`config.mk`:
```
export PLATFORM = sky130hd
export DESIGN_NAME = hazard_ctrl
export DESIGN_NICKNAME = d
export VERILOG_FILES = /design/src/rtl/hazard_pkg.sv /design/src/rtl/hazard_ctrl_haz_detect.sv /design/src/rtl/hazard_ctrl.sv
export SDC_FILE = /design/constraint.sdc
export NUM_CORES = 1
export LEC_CHECK = 0
export ABC_CLOCK_PERIOD_IN_PS = 2800
export BUFFER_PORTS_ARGS = -buffer_cell sky130_fd_sc_hd__buf_2
export CAP_MARGIN = 25
export CORE_AREA = 2 2 66 68
export DETAILED_ROUTE_END_ITERATION = 8
export DIE_AREA = 0 0 68 70
export PLACE_DENSITY = 0.77
export SLEW_MARGIN = 20
export SYNTH_ARGS = -nofsm -noshare
export SYNTH_HDL_FRONTEND = slang
export SYNTH_SLANG_ARGS = --single-unit
```
`constraint.sdc`:
```
create_clock -name clk -period 2.8 [get_ports clk]
set_input_delay 0.28 -clock clk [delete_from_list [all_inputs] [get_ports clk]]
set_output_delay 0.28 -clock clk [all_outputs]
set_load 0.01 [all_outputs]
```
`src/rtl/hazard_pkg.sv`:
```
// Shared definitions for the hazard/sequencing controller: FSM state
// encoding, register specifier width and the default halt drain depth.
package hazard_pkg;

    localparam int REG_ADDR_W   = 3;
    localparam int DRAIN_CYCLES = 3;

    typedef enum logic [1:0] {
        RUN    = 2'd0,
        DRAIN  = 2'd1,
        HALTED = 2'd2
    } state_e;

endpackage

```
`src/rtl/hazard_ctrl_haz_detect.sv`:
```
// Source/destination comparator: flags a read-after-write hit when an
// enabled destination matches either valid ID-stage source specifier.
module haz_detect #(
    parameter int REG_ADDR_W = 3
) (
    input  logic                  rs_vld,
    input  logic [REG_ADDR_W-1:0] rs,
    input  logic                  rt_vld,
    input  logic [REG_ADDR_W-1:0] rt,
    input  logic                  dst_en,
    input  logic [REG_ADDR_W-1:0] dst,
    output logic                  raw_hit
);

    // Either source matching an enabled destination is a hit
    always_comb begin
        raw_hit = dst_en & ((rs_vld & (rs == dst)) | (rt_vld & (rt == dst)));
    end

endmodule

```
`src/rtl/hazard_ctrl.sv`:
```
// Pipeline sequencing controller for the 5-stage core: load-use stalls,
// taken-branch squash, data-cache freeze and halt drain.
// Optional build macro HAZ_NOFWD_EN: no forwarding network, so any RAW
// against the EX or MEM destination stalls (not only loads).
module hazard_ctrl #(
    parameter int REG_ADDR_W   = hazard_pkg::REG_ADDR_W,
    parameter int DRAIN_CYCLES = hazard_pkg::DRAIN_CYCLES,
    parameter int CNT_W        = 16
) (
    input  logic                  clk,
    input  logic                  rst,
    input  logic                  id_rs_vld,
    input  logic [REG_ADDR_W-1:0] id_rs,
    input  logic                  id_rt_vld,
    input  logic [REG_ADDR_W-1:0] id_rt,
    input  logic                  id_halt,
    input  logic                  ex_mem_rd,
    input  logic                  ex_reg_en,
    input  logic [REG_ADDR_W-1:0] ex_w1_reg,
    input  logic                  mem_reg_en,
    input  logic [REG_ADDR_W-1:0] mem_w1_reg,
    input  logic                  ex_br_taken,
    input  logic                  dmem_busy,
    output logic                  pc_hold,
    output logic                  if_id_hold,
    output logic                  if_id_flush,
    output logic                  id_ex_bubble,
    output logic                  pipe_freeze,
    output logic                  halted,
    output logic [CNT_W-1:0]      stall_cnt,
    output logic [CNT_W-1:0]      flush_cnt
);

    import hazard_pkg::*;

    // Counter only needs to hold DRAIN_CYCLES-1 down to 0
    localparam int DW = (DRAIN_CYCLES > 1) ? $clog2(DRAIN_CYCLES) : 1;
    localparam logic [DW-1:0] DRAIN_INIT = DW'(DRAIN_CYCLES - 1);

    state_e          state_q, state_d;
    logic [DW-1:0]   drain_q, drain_d;
    logic [CNT_W-1:0] stall_q, stall_d;
    logic [CNT_W-1:0] flush_q, flush_d;

    logic ex_hit;
    logic raw_stall;

`ifdef HAZ_NOFWD_EN
    logic mem_hit;
    logic unused_ld;

    // Without forwarding, loads are no different from any other producer
    assign unused_ld = ex_mem_rd;

    haz_detect #(.REG_ADDR_W(REG_ADDR_W)) u_det_ex (
        .rs_vld (id_rs_vld),
        .rs     (id_rs),
        .rt_vld (id_rt_vld),
        .rt     (id_rt),
        .dst_en (ex_reg_en),
        .dst    (ex_w1_reg),
        .raw_hit(ex_hit)
    );

    haz_detect #(.REG_ADDR_W(REG_ADDR_W)) u_det_mem (
        .rs_vld (id_rs_vld),
        .rs     (id_rs),
        .rt_vld (id_rt_vld),
        .rt     (id_rt),
        .dst_en (mem_reg_en),
        .dst    (mem_w1_reg),
        .raw_hit(mem_hit)
    );

    assign raw_stall = ex_hit | mem_hit;
`else
    logic unused_mem;

    // Forwarding covers the MEM stage; only a load in EX forces a stall
    assign unused_mem = ^{mem_reg_en, mem_w1_reg};

    haz_detect #(.REG_ADDR_W(REG_ADDR_W)) u_det_ex (
        .rs_vld (id_rs_vld),
        .rs     (id_rs),
        .rt_vld (id_rt_vld),
        .rt     (id_rt),
        .dst_en (ex_reg_en & ex_mem_rd),
        .dst    (ex_w1_reg),
        .raw_hit(ex_hit)
    );

    assign raw_stall = ex_hit;
`endif

    // Control outputs, next state and counter updates by priority
    always_comb begin
        pc_hold      = 1'b0;
        if_id_hold   = 1'b0;
        if_id_flush  = 1'b0;
        id_ex_bubble = 1'b0;
        pipe_freeze  = 1'b0;
        halted       = 1'b0;
        state_d      = state_q;
        drain_d      = drain_q;
        stall_d      = stall_q;
        flush_d      = flush_q;
        if (!rst) begin
            case (state_q)
                RUN: begin
                    if (dmem_busy) begin
                        pipe_freeze = 1'b1;
                        pc_hold     = 1'b1;
                        if_id_hold  = 1'b1;
                    end else if (ex_br_taken) begin
                        // Squash wins over anything sitting in ID
                        if_id_flush  = 1'b1;
                        id_ex_bubble = 1'b1;
                        flush_d      = flush_q + CNT_W'(1);
                    end else if (raw_stall) begin
                        pc_hold      = 1'b1;
                        if_id_hold   = 1'b1;
                        id_ex_bubble = 1'b1;
                    end else if (id_halt) begin
                        // HALT itself moves on into EX; nothing follows it
                        pc_hold     = 1'b1;
                        if_id_flush = 1'b1;
                        state_d     = DRAIN;
                        drain_d     = DRAIN_INIT;
                    end
                end
                DRAIN: begin
                    pc_hold     = 1'b1;
                    if_id_flush = 1'b1;
                    if (dmem_busy) begin
                        pipe_freeze = 1'b1;
                    end else if (drain_q == '0) begin
                        state_d = HALTED;
                    end else begin
                        drain_d = drain_q - DW'(1);
                    end
                end
                HALTED: begin
                    halted       = 1'b1;
                    pc_hold      = 1'b1;
                    if_id_hold   = 1'b1;
                    id_ex_bubble = 1'b1;
                end
                default: state_d = RUN;
            endcase
            if (pc_hold && (state_q != HALTED)) begin
                stall_d = stall_q + CNT_W'(1);
            end
        end
    end

    // FSM state, drain countdown and performance counters
    always_ff @(posedge clk or posedge rst) begin
        if (rst) begin
            state_q <= RUN;
            drain_q <= '0;
            stall_q <= '0;
            flush_q <= '0;
        end else begin
            state_q <= state_d;
            drain_q <= drain_d;
            stall_q <= stall_d;
            flush_q <= flush_d;
        end
    end

    assign stall_cnt = stall_q;
    assign flush_cnt = flush_q;

endmodule

```
# ---- Word level (Yosys, flattened, before mapping)
# Index checks and enable logic that the tools add are counted.
dict set report op_classes {
  muxes 40
  n_addsub 3
  n_reduce_logical 10
  bitwise_logic 8
  eq_ne 12
}
# operator n
set op_table {}
lappend op_table {{16-bit by 1-bit adder with 16-bit output, second input constant} 2}
lappend op_table {{2-bit two-way mux} 12}
lappend op_table {{1-bit two-way mux} 22}
lappend op_table {{2-bit != test, second input constant} 8}
lappend op_table {{8-bit AND reduction} 2}
lappend op_table {{1-bit case mux with 2 select lines} 4}
lappend op_table {{3-bit equality test} 2}
lappend op_table {{2-bit case mux with 3 select lines} 1}
lappend op_table {{1-bit AND} 4}
lappend op_table {{2-bit logical NOT} 2}
lappend op_table {{2-bit case mux with 2 select lines} 1}
lappend op_table {{4-bit AND reduction} 1}
lappend op_table {{2-bit OR reduction} 2}
lappend op_table {{1-bit inverter} 3}
lappend op_table {{2-bit by 1-bit equality test with 1-bit output, second input constant} 1}
lappend op_table {{2-bit equality test, second input constant} 1}
lappend op_table {{2-bit AND reduction} 1}
lappend op_table {{2-bit nonzero test} 1}
lappend op_table {{2-bit by 1-bit subtractor with 2-bit output, second input constant} 1}
lappend op_table {{1-bit logical AND} 1}
lappend op_table {{1-bit OR} 1}
dict set report totals {
  out_inout_bits 38
  word_cells 77
  register_bits 36
}

# ---- Longest topological paths before layout
# Gate-level depths: netlist of run 1.
dict set report depth {
  word_depth 11
  depth_mapped 8
  depth_no_buf 8
}

# ---- Cells and area by module
# A second synthesis of run 1 with hierarchy kept.
dict set report unflattened {
  cells_unflattened 183
  area_unflattened_um2 1954.4
}
# module area_per_inst_um2 seq_area_each_um2 n_inst cells_each
set by_module_without_submodules {}
lappend by_module_without_submodules {hazard_ctrl 1881.8 900.9 1 174}
lappend by_module_without_submodules {haz_detect 72.6 0.0 1 9}

# ---- Worst setup path before layout of run 1
# Ideal clock, no wire load.
dict set report synth_timing {
  path_kind {input-to-reg}
  from {input port rst}
  to {register stall_q[5] (netlist: stall_cnt[5])}
  required_time_ps 2721
  path_stages 6
  slack_ps 605
  arrival_time_ps 2116
  cell_sequence {buf_4 inv_1 a41oi_4 buf_6 nor3_2 xor2_1}
}
dict set report synth_between {
  elab_chain_len 2
}
# element line
set synth_rtl {}
lappend synth_rtl {{start, declared} hazard_ctrl.sv:11} ;# input logic rst,
lappend synth_rtl {{1-bit inverter (no source line)} -}
lappend synth_rtl {{2-bit AND reduction (no source line)} -}
lappend synth_rtl {{end signal, assigned} hazard_ctrl.sv:166} ;# stall_q <= stall_d;
lappend synth_rtl {{end, declared} hazard_ctrl.sv:42} ;# logic [CNT_W-1:0] stall_q, stall_d;
# No other way between the ends.
# A chain may end at the register's enable or synchronous reset.

# ---- Final worst setup path of run 1
dict set report layout_timing {
  from {register state_q[1]}
  to {register stall_q[15] (netlist: stall_cnt[15])}
}
dict set report layout_between {
  elab_chain_len 6
  elab_cells_between_ends 9
  classes_between {eq/ne: 3; mux: 2; reduce/logical: 4}
}
# element line
set layout_rtl {}
lappend layout_rtl {{start, declared} hazard_ctrl.sv:40} ;# state_e state_q, state_d;
lappend layout_rtl {{start signal, assigned} hazard_ctrl.sv:164} ;# state_q <= state_d;
lappend layout_rtl {{2-bit by 1-bit equality test with 1-bit output / 2-bit equality test (equally long branches)} hazard_ctrl.sv:108} ;# case (state_q)
lappend layout_rtl {{2-bit OR reduction (no source line)} -}
lappend layout_rtl {{1-bit case mux with 2 select lines} hazard_ctrl.sv:108}
lappend layout_rtl {{1-bit two-way mux} hazard_ctrl.sv:107} ;# if (!rst) begin
lappend layout_rtl {{1-bit logical AND (*)} hazard_ctrl.sv:150} ;# if (pc_hold && (state_q != HALTED)) begin
lappend layout_rtl {{2-bit AND reduction (no source line) (*)} -}
# Every way passes the cells marked *; elsewhere a longest branch is shown, timed or not. The select of a mux whose other input is x is not followed.

==> metrics.md, run 1 <==
| Metric | Value |
|---|---|
| Final setup fails | 0 |
| Slew HR | between 50% and 60% |
| Die extent in y | ~70 um |
| Fin crit period | about 2.3 ns |
| Worst Tran Pin Value | approximately 0.66 ns |
| Yosys warnings | 0 |
| Core area | 4140 um2 |
| Ys async rst share | between 90% and 100% |
| Mapped Area | 2000 um2 |
| Clock skew | between 0.009 and 0.01 ns |
| Initial antenna violation count | 0 |
| Worst Path Required | 3.00 ns |
| Crit path from | state_q[1]$_DFFE_PP0P_ |
| Share of cells above drive strength 1 | 34.0% |
| Reg2reg setup slack | about 0.48 ns |
| Post-CTS Setup Inserts | 0 |
| WP data arrival | ~2.5 ns |
| Crit-path max FO | 16 |
| Final Non-Filler Cells | ~300 |
| FF-to-FF Start | state_q[1]$_DFFE_PP0P_ |
| Die area | about 4800 um2 |
| Wire length per cell | about 13 um |
| Clock power frac | around a fifth |
| Hold Violations, Final | 0 |
| CTS tree | yes |
| HPWL after DPL | ~2800 um |
| Critical path class | flip-flop to flip-flop |
| Psw | roughly 0.73 mW |
| Routed wire length | ~3800 um |
| Antenna Cells | 0 |
| Detailed Routing Iterations Pass 1 | 4 |
| Synth cell types | 35 |
| IO Pins | 60 |
| Top FF cell, synth | dfrtp_1 |
| Outcome | complete, no violations |
| Leakage | roughly 1.2 nW |
| Vias/cell | approximately 5 |
| Worst path max stage delay | between 0.4 and 0.5 ns |
| Post-CTS Resized | 0 |
| Internal power | approximately 1.2 mW |
| Crit-path cells | inv_1 > ha_1 > nor3b_1 > a41oi_4 > nor4_2 > xor2_1 |
| Yosys reg bits | 36 |
| Worst Hold Class | input pin to asynchronous set/reset pin |
| Clock Sinks | 36 |
| Pwr/cell area | between 700 and 800 nW/um2 |
| Design Area, Final | 2420 um2 |
| RR Endpoint | stall_cnt[15]$_DFFE_PP0P_ |
| CTS Hold Buffers Added | 0 |
| Startpoint types | flip-flop |
| Comb pwr share | 39.9% |
| Vias in the first global route | 1398 |
| CTS root buffer | clkbuf_8 |
| Starting Density | between 40 and 50% |
| Post-synth net total | between 200 and 250 |
| I/O Buffers | 55 |
| Switching Share | 38.6% |
| VDD IR max | slightly below 600 uV |
| Clock Pin Slew Worst Setup and Hold Paths | approximately 0.080 ns |
| DR iter-0 viols | between 50 and 60 |
| Worst r2r path cells | 6 |
| Register share of total power | between 40% and 50% |
| First-pass GRT wire length | between 6000 and 7000 um |
| Max Freq | between 400 and 500 MHz |
| GR Util All Layers | 16.9% |
| DRC | 0 |
| Setup TNS | 0 ns |
| Final Cycle Share | between 80 and 90% |
| # rows | 24 |
| Remaining global-route overflow | 0 |
| Register area share after synthesis | between 40% and 50% |
| Crit. End Element | flip-flop |
| Nets@finish | ~280 |
| RSZ-0062 raised after global routing | false |
| Cells after Synth | about 190 |
| Total CTS buffers | 5 |
| Layout area overhead | 21.2% |
| Clk_lat worst skew | 0.28 ns |
| Worst path slowest cell | nor3b_1 |
| Post-synth EDFFs | 0 |
| Vias | roughly 1500 |
| # H-tree levels | 2 |
| Chip Width | 68 um |
| DP Cell Count | about 290 |
| CP endpoint | stall_cnt[15]$_DFFE_PP0P_ |
| Largest net degree at the start of global routing | 37 |
| Max-cap violations | 0 |
| Dpl cell area | between 2000 and 2500 um2 |
| Clock buffer depth | 2 |
| Placer Congestion | between 0.7 and 0.8 |
| Post-route ant nets | 0 |
| Synthesized area per cell | 10.8 um2 |
| Slew Limit Fails | 0 |
-- metrics by stage --
stage / total power [mW] / hold slack [ns] / util (%) / setup slack [ns]
5_1_grt: 2.04 / 0.317 / 58.4 / 0.293
3_3_place_gp: 1.51 / 0.453 / 56.2 / 0.577
6_report: 1.89 / 0.276 / 58.4 / 0.480
3_5_place_dp: 1.53 / 0.458 / 56.2 / 0.496
2_1_floorplan: 1.31 / 0.479 / - / 0.605
4_1_cts: 1.92 / 0.286 / 58.4 / 0.475
-- power groups by stage --
stage	Clock [mW]	Combinational [mW]	Sequential (mW)
2_1_floorplan	0	0.527	0.788
3_3_place_gp	0	0.744	0.761
3_5_place_dp	0	0.766	0.766
4_1_cts	0.392	0.767	0.758
5_1_grt	0.416	0.842	0.777
6_report	0.380	0.755	0.759
-- worst min-delay path by stage --
stage,start,end,slack (ns)
CTS,rst,stall_cnt[8]$_DFFE_PP0P_,0.29
detailed placement,stall_cnt[15]$_DFFE_PP0P_,stall_cnt[15]$_DFFE_PP0P_,0.46
floorplan,drain_q[1]$_DFFE_PP0P_,drain_q[1]$_DFFE_PP0P_,0.48
finish,rst,stall_cnt[13]$_DFFE_PP0P_,0.28
global placement,stall_cnt[15]$_DFFE_PP0P_,stall_cnt[15]$_DFFE_PP0P_,0.45
global route,rst,stall_cnt[2]$_DFFE_PP0P_,0.32
-- state kept, by name (all words and copies together), names as in the netlist --
name,count
state_q,2
drain_q,2
flush_cnt,16
stall_cnt,16
-- final cells by class --
| class | instances | area (um2) |
|---|---|---|
| well taps | 52 | 65.1 |
| multi-input cells | 135 | 1030 |
| repair buffers | 56 | 283 |
| fillers | 372 | 1720 |
| clock buffers | 7 | 86.3 |
| clock inverters | 1 | 7.51 |
| inverters | 12 | 45.0 |
| flip-flops and latches | 36 | 901 |
-- cells by family (layout without fill, tap and decap cells) --
kind of cell    Yosys count  count (layout)  share of synthesized area, %
xor+xnor                 36              36                          15.8
simple gates             71              71                          20.7
flops                    36              36                          45.1
fa+ha+maj                 8               8                          5.01
buf+inv                  14              76                          3.19
mux                       6               6                          3.32
compound gates           14              14                          6.89
-- cells in the mapped netlist (2+ instances only) --
master   count  share of area (%)
nand3_1      4                1.0
nor3_1       2               0.50
and3_1       3               0.94
nor2_1      13                2.4
nand4_1      8                2.5
nand2_1     18                3.4
nor3_2       6                3.0
mux2_2       5                2.8
inv_1       12                2.3
xnor2_1     20                8.8
ha_1         8                5.0
dfrtp_1     36                 45
nor2b_1      4                1.3
a21oi_1      5                1.3
and4_1       2               0.88
nor3b_1      4                1.5
o21ai_0      2               0.50
xor2_1      16                7.0
-- critical path, delay by kind of cell (launching register included) --
family / cells / cell delay [ns]
AOI/OAI and AO/OA: 1 / 0.40
xor gates and xnor gates: 1 / 0.16
adders and majority gates: 1 / 0.31
buffers and inverters: 1 / 0.12
DFF: 1 / 0.43
and+or+nand+nor: 2 / 0.82
-- layer usage --
layer | vias to the layer above | share of wire [%] | GRT usage [%] | routed length (um)
met4 | 0 | 1.1 | 6.67 | 43
met5 | - | 0 | 0 | 0
met2 | 41 | 49 | 27.8 | 1840
met3 | 4 | 7.0 | 4.99 | 267
li1 | 745 | - | - | -
met1 | 701 | 43 | 20.4 | 1640
-- placed cells by master, fill, tap and decap left out, types with 6 or more instances in the layout --
cell type / n
nand2_1: 18
inv_1: 12
nor2_1: 13
nand4_1: 8
dfrtp_1: 36
xnor2_1: 20
ha_1: 8
buf_2: 55
nor3_2: 6
clkbuf_8: 6
xor2_1: 16
Power figures use the tool's default switching activity.
==> run 2: changes to the inputs <==
--- a/config.mk
+++ b/config.mk
@@ -5,7 +5,7 @@
 export SDC_FILE = /design/constraint.sdc
 export NUM_CORES = 1
 export LEC_CHECK = 0
-export ABC_CLOCK_PERIOD_IN_PS = 2800
+export ABC_CLOCK_PERIOD_IN_PS = 2260
 export BUFFER_PORTS_ARGS = -buffer_cell sky130_fd_sc_hd__buf_2
 export CAP_MARGIN = 25
 export CORE_AREA = 2 2 66 68
==> constraint.sdc (replaced) <==
create_clock -name clk -period 2.26 [get_ports clk]
set_input_delay 0.226 -clock clk [delete_from_list [all_inputs] [get_ports clk]]
set_output_delay 0.226 -clock clk [all_outputs]
set_load 0.01 [all_outputs]
==> metrics.md, run 2 (synthesis results as in run 1) <==
| Metric | Value |
|---|---|
| Outcome | complete, no violations |
| Layout area overhead | 23.8% |
| Pwr Total | 2.47 mW (+31%) |
| Post-route ant nets | 0 (unchanged) |
| HPWL after DPL | 2640 um (-5.5%) |
| Initial antenna violation count | 0 (unchanged) |
| Worst Path Required | 2.43 ns (-0.57 ns) |
| Final setup fails | 0 (unchanged) |
| Fin crit period | 2.09 ns (-0.228 ns) |
| DRC | 0 (unchanged) |
| I/O Buffers | 55 (unchanged) |
| Clk_lat worst skew | 0.28 ns (about the same) |
| WP data arrival | 2.26 ns (-0.26 ns) |
| Dpl cell area | 2350 um2 (+0.97%) |
| CTS root buffer | clkbuf_8 |
| Detailed Routing Iterations Pass 1 | 4 (unchanged) |
| Startpoint types | flip-flop |
| Worst Hold Class | input pin to asynchronous set/reset pin |
| Finished Core Util | 59.7% (+1.3 points) |
| Placer Congestion | 0.773 (-2.8%) |
| Core area | 4140 um2 (unchanged) |
| DR iter-0 viols | 59 (+5.4%) |
| # H-tree levels | 2 (unchanged) |
| VDD IR max | 691 uV (+19%) |
| Clock Pin Slew Worst Setup and Hold Paths | 0.07 ns (about the same) |
| Routed wire length | 3640 um (-4.0%) |
| # rows | 24 (unchanged) |
| Max Freq | 478 MHz (+11%) |
| Antenna Cells | 0 (unchanged) |
| Hold Violations, Final | 0 (unchanged) |
| Setup ws final | 0.168 ns (-0.312 ns) |
| Design Area, Final | 2470 um2 (+2.2%) |
| Clock Sinks | 36 (unchanged) |
| Leakage | 1.21 nW (+2.3%) |
| Wire length per cell | 12.0 um (-5.0%) |
| Largest net degree at the start of global routing | 37 (unchanged) |
| RSZ-0062 raised after global routing | true |
| Vias | 1503 (+0.80%) |
| Vias in the first global route | 1314 (-6.0%) |
| DP Cell Count | 294 (+1.0%) |
| Post-Place Worst Slack | 0.0994 ns (-0.397 ns) |
| GR Util All Layers | 16.7% (-0.27 points) |
| Nets@finish | 279 (+1.1%) |
| Critical path class | flip-flop to flip-flop |
| Crit. End Element | flip-flop |
| Clock skew | 0.00459 ns (-0.00483 ns) |
| Vias/cell | 4.98 (-0.20%) |
| Clock buffer depth | 2 (unchanged) |
| Die extent in y | 70 um (unchanged) |
| Pwr/cell area | 1000 nW/um2 (+28%) |
| IO Pins | 60 (unchanged) |
| Chip Width | 68 um (unchanged) |
| Remaining global-route overflow | 0 (unchanged) |
| Final Non-Filler Cells | 302 (+1.0%) |
| Slew Limit Fails | 0 (unchanged) |
| Setup TNS | 0 ns (unchanged) |
| Final Cycle Share | 92.6% (+9.7 points) |
| Post-CTS Setup Inserts | 0 (unchanged) |
| CTS tree | yes |
| Slew HR | 70.3% (+14 points) |
| First-pass GRT wire length | 5950 um (-2.6%) |
| # fillers | 362 (-2.7%) |
| Final hold slack | 0.208 ns (-0.0674 ns) |
| Max-cap violations | 0 (unchanged) |
| Crit-path max FO | 7 (-9) |
| Most common cell after layout, fill and taps aside | buf_2 |
| Worst Tran Pin Value | 0.445 ns (-0.214 ns) |
| Most frequent cells in the layout | buf_2, dfrtp_1, xnor2_1, nand2_1, xor2_1 |
| Total CTS buffers | 5 (unchanged) |
| Starting Density | 48.2% (unchanged) |
| Die area | 4760 um2 (unchanged) |
| Share of cells above drive strength 1 | 35.6% (+1.6 points) |
-- run 2: critical path, cell delays in order, from the launching register on --
cell and delay [ns]:
dfrtp_1 0.41, inv_1 0.12, ha_2 0.24, and4bb_2 0.32, and3_2 0.25, nand4_2 0.18
nor2b_4 0.19, nand4_1 0.12, xnor2_1 0.15
-- run 2: final timing paths --
kind,from,endpoint,slack [ns],cells after the start
max reg2reg,state_q[0]$_DFFE_PP0P_,flush_cnt[13]$_DFFE_PP0P_,0.17,8
max in group asynchronous,rst,flush_cnt[7]$_DFFE_PP0P_,1.73,3
min,rst,stall_cnt[10]$_DFFE_PP0P_,0.21,3
min in group clk,dmem_busy,drain_q[0]$_DFFE_PP0P_,0.43,4
max,state_q[0]$_DFFE_PP0P_,flush_cnt[13]$_DFFE_PP0P_,0.17,8
min reg2reg,stall_cnt[15]$_DFFE_PP0P_,stall_cnt[15]$_DFFE_PP0P_,0.47,1
-- run 2: timing repair --
action,CTS,global route
endpoints found under the setup margin,0,9
resized for setup,0,4
hold buffers,0,0
-- run 2: area by class of cell --
class	instances	area [um2]	area share [%]
clock inverter	2	35.0	1.42
timing repair buffer	59	309	12.5
multi-input combinational	135	1050	42.3
clock buffer	6	72.6	2.93
tap	52	65.1	2.63
sequential	36	901	36.4
inverter	12	45.0	1.82
-- run 2: metal layers --
layer	global-route usage, %	routed length [um]
met1	22.1	1640
met2	24.7	1630
met3	5.80	299
met4	6.67	68
met5	0	0
-- run 2: report_power, final --
group / switching [mW] / total [mW] / leakage, nW / internal (mW)
clock network: 0.224 / 0.551 / 0.0552 / 0.327
logic: 0.532 / 0.984 / 0.698 / 0.451
registers: 0.152 / 0.939 / 0.454 / 0.787
==> run 3: changes to the inputs <==
--- a/config.mk
+++ b/config.mk
@@ -8,10 +8,9 @@
 export ABC_CLOCK_PERIOD_IN_PS = 2260
 export BUFFER_PORTS_ARGS = -buffer_cell sky130_fd_sc_hd__buf_2
 export CAP_MARGIN = 25
-export CORE_AREA = 2 2 66 68
+export CORE_AREA = 2 2 74 76
 export DETAILED_ROUTE_END_ITERATION = 8
-export DIE_AREA = 0 0 68 70
-export PLACE_DENSITY = 0.77
+export DIE_AREA = 0 0 76 78
 export SLEW_MARGIN = 20
 export SYNTH_ARGS = -nofsm -noshare
 export SYNTH_HDL_FRONTEND = slang
==> metrics.md, run 3 (synthesis results as in run 1) <==
| Metric | Value |
|---|---|
| Worst Path Required | 2.43 ns (about the same) |
| Outcome | complete, no violations |
| Multi-input logic area | 1060 um2 (+0.96%) |
| DP Cell Count | 311 (+5.8%) |
| CTS tree | yes |
| RSZ-0062 raised after global routing | false |
| Dpl cell area | 2360 um2 (+0.64%) |
| Nets@finish | 278 (-0.36%) |
| Routed wire length | 3710 um (+1.9%) |
| Register Area | 901 um2 (unchanged) |
| Slew Limit Fails | 0 (unchanged) |
| First-pass GRT wire length | 6680 um (+12%) |
| Final Non-Filler Cells | 319 (+5.6%) |
| Crit-path max FO | 16 (+9) |
| Critical path class | flip-flop to flip-flop |
| Clock buffer depth | 2 (unchanged) |
| WP buf/inv | 2 (+1) |
| Wire length per cell | 11.6 um (-3.5%) |
| GR Util All Layers | 13.7% (-3.0 points) |
| # rows | 26 (+8.3%) |
| VDD IR max | 586 uV (-15%) |
| Max-cap violations | 0 (unchanged) |
| WP data arrival | 2.27 ns (about the same) |
| HPWL after DPL | 2700 um (+2.3%) |
| Share of cells above drive strength 1 | 36.5% (+0.95 points) |
| Crit path from | state_q[1]$_DFFE_PP0P_ |
| Max Freq | 477 MHz (-0.25%) |
| Worst path slowest cell | a41oi_4 |
| Layout area overhead | 24.2% |
| DRC | 0 (unchanged) |
| Crit-path cells | inv_1 > ha_2 > inv_1 > a2111oi_4 > a41oi_4 > mux2_2 |
| Clock Pin Slew Worst Setup and Hold Paths | 0.07 ns (about the same) |
| Remaining global-route overflow | 0 (unchanged) |
| Vias/cell | 4.63 (-6.9%) |
| Detailed Routing Iterations Pass 1 | 4 (unchanged) |
| Final hold slack | 0.227 ns (+0.0185 ns) |
| Most common cell after layout, fill and taps aside | buf_2 |
| Most frequent cells in the layout | buf_2, dfrtp_1, xnor2_1, nand2_1, xor2_1 |
| Most used cell, CP | inv_1 |
| Final Cycle Share | 92.8% (+0.23 points) |
| Final setup fails | 0 (unchanged) |
| Vias in the first global route | 1485 (+13%) |
| # fillers | 486 (+34%) |
| Initial antenna violation count | 0 (unchanged) |
| Antenna Cells | 0 (unchanged) |
| Finished Core Util | 49.2% (-10 points) |
| Core area | 5040 um2 (+22%) |
| Clock Sinks | 36 (unchanged) |
| Startpoint types | flip-flop |
| Total CTS buffers | 5 (unchanged) |
| Leakage | 1.19 nW (-1.3%) |
| Worst path max stage delay | 0.57 ns (+0.16 ns) |
| Clock skew | 0.00297 ns (-0.00161 ns) |
| IO Pins | 60 (unchanged) |
| Worst Tran Pin Value | 0.669 ns (+0.224 ns) |
| CTS root buffer | clkbuf_8 |
| Die extent in y | 78 um (+11%) |
| Fin crit period | 2.10 ns (+0.00524 ns) |
| Placer Congestion | 0.755 (-2.3%) |
| Die area | 5930 um2 (+25%) |
| CTS Hold Buffers Added | 0 (unchanged) |
| Largest net degree at the start of global routing | 37 (unchanged) |
| Slew HR | 55.2% (-15 points) |
| Design Area, Final | 2480 um2 (+0.30%) |
| Pwr Total | 2.36 mW (-4.7%) |
| Starting Density | 39.6% (-8.6 points) |
| Vias | 1478 (-1.7%) |
| # H-tree levels | 2 (unchanged) |
| FF-to-FF Start | state_q[1]$_DFFE_PP0P_ |
| Worst Hold Class | input pin to asynchronous set/reset pin |
| Hold Violations, Final | 0 (unchanged) |
| Critical path's top delay family | compound AO/OA/AOI/OAI gates |
| Pwr/cell area | 950 nW/um2 (-5.0%) |
| Chip Width | 76 um (+12%) |
| Crit. End Element | flip-flop |
| Clk_lat worst skew | 0.28 ns (about the same) |
| Post-route ant nets | 0 (unchanged) |
| I/O Buffers | 55 (unchanged) |
| DR iter-0 viols | 17 (-71%) |
-- run 3: worst reg2reg max path, stage by stage, from the launching register on --
cell and delay (ns):
dfrtp_1 0.41, inv_1 0.12, ha_2 0.28, inv_1 0.11, a2111oi_4 0.09, a41oi_4 0.57
mux2_2 0.41
-- run 3: per-stage QoR --
step           setup TNS [ns]  setup WS (ns)
2_1_floorplan               0          0.119
5_1_grt                     0        0.00519
3_5_place_dp          -0.0356        -0.0356
3_3_place_gp                0         0.0251
4_1_cts                     0         0.0416
6_report                    0          0.163
-- run 3: cell type report --
cell class | instances | area share, %
clock buffer | 7 | 3.48
clock inverter | 1 | 0.303
inverter | 12 | 1.82
multi-input combinational | 135 | 42.6
sequential | 36 | 36.3
tap | 70 | 3.53
timing repair buffer | 58 | 12.0
-- run 3: final timing paths --
path                                             end  slack [ns]  cells after the start
hold reg to reg            stall_cnt[15]$_DFFE_PP0P_        0.46                      1
setup / recovery            stall_cnt[1]$_DFFE_PP0P_        0.16                      6
min in group clk              drain_q[0]$_DFFE_PP0P_        0.46                      4
setup reg to reg            stall_cnt[1]$_DFFE_PP0P_        0.16                      6
max in group asynchronous   stall_cnt[7]$_DFFE_PP0P_        1.71                      3
hold / removal             stall_cnt[13]$_DFFE_PP0P_        0.23                      3
-- run 3: power breakdown --
group | switching, mW | internal [mW]
Combinational | 0.539 | 0.414
Sequential | 0.149 | 0.787
Clock | 0.220 | 0.248
-- run 3: timing repair --
action | CTS | global route
buffers inserted | 0 | 0
pin swaps | 0 | 1
hold endpoints to repair | 0 | 0
endpoints found under the setup margin | 3 | 15
gates resized for setup | 1 | 4
-- run 3: metal layers --
layer / track usage, % / routed length (um) / vias to the layer above
li1: - / - / 751
met1: 18.0 / 1760 / 680
met2: 21.9 / 1680 / 42
met3: 3.72 / 211 / 5
met4: 4.91 / 54 / 0
met5: 0 / 0 / -
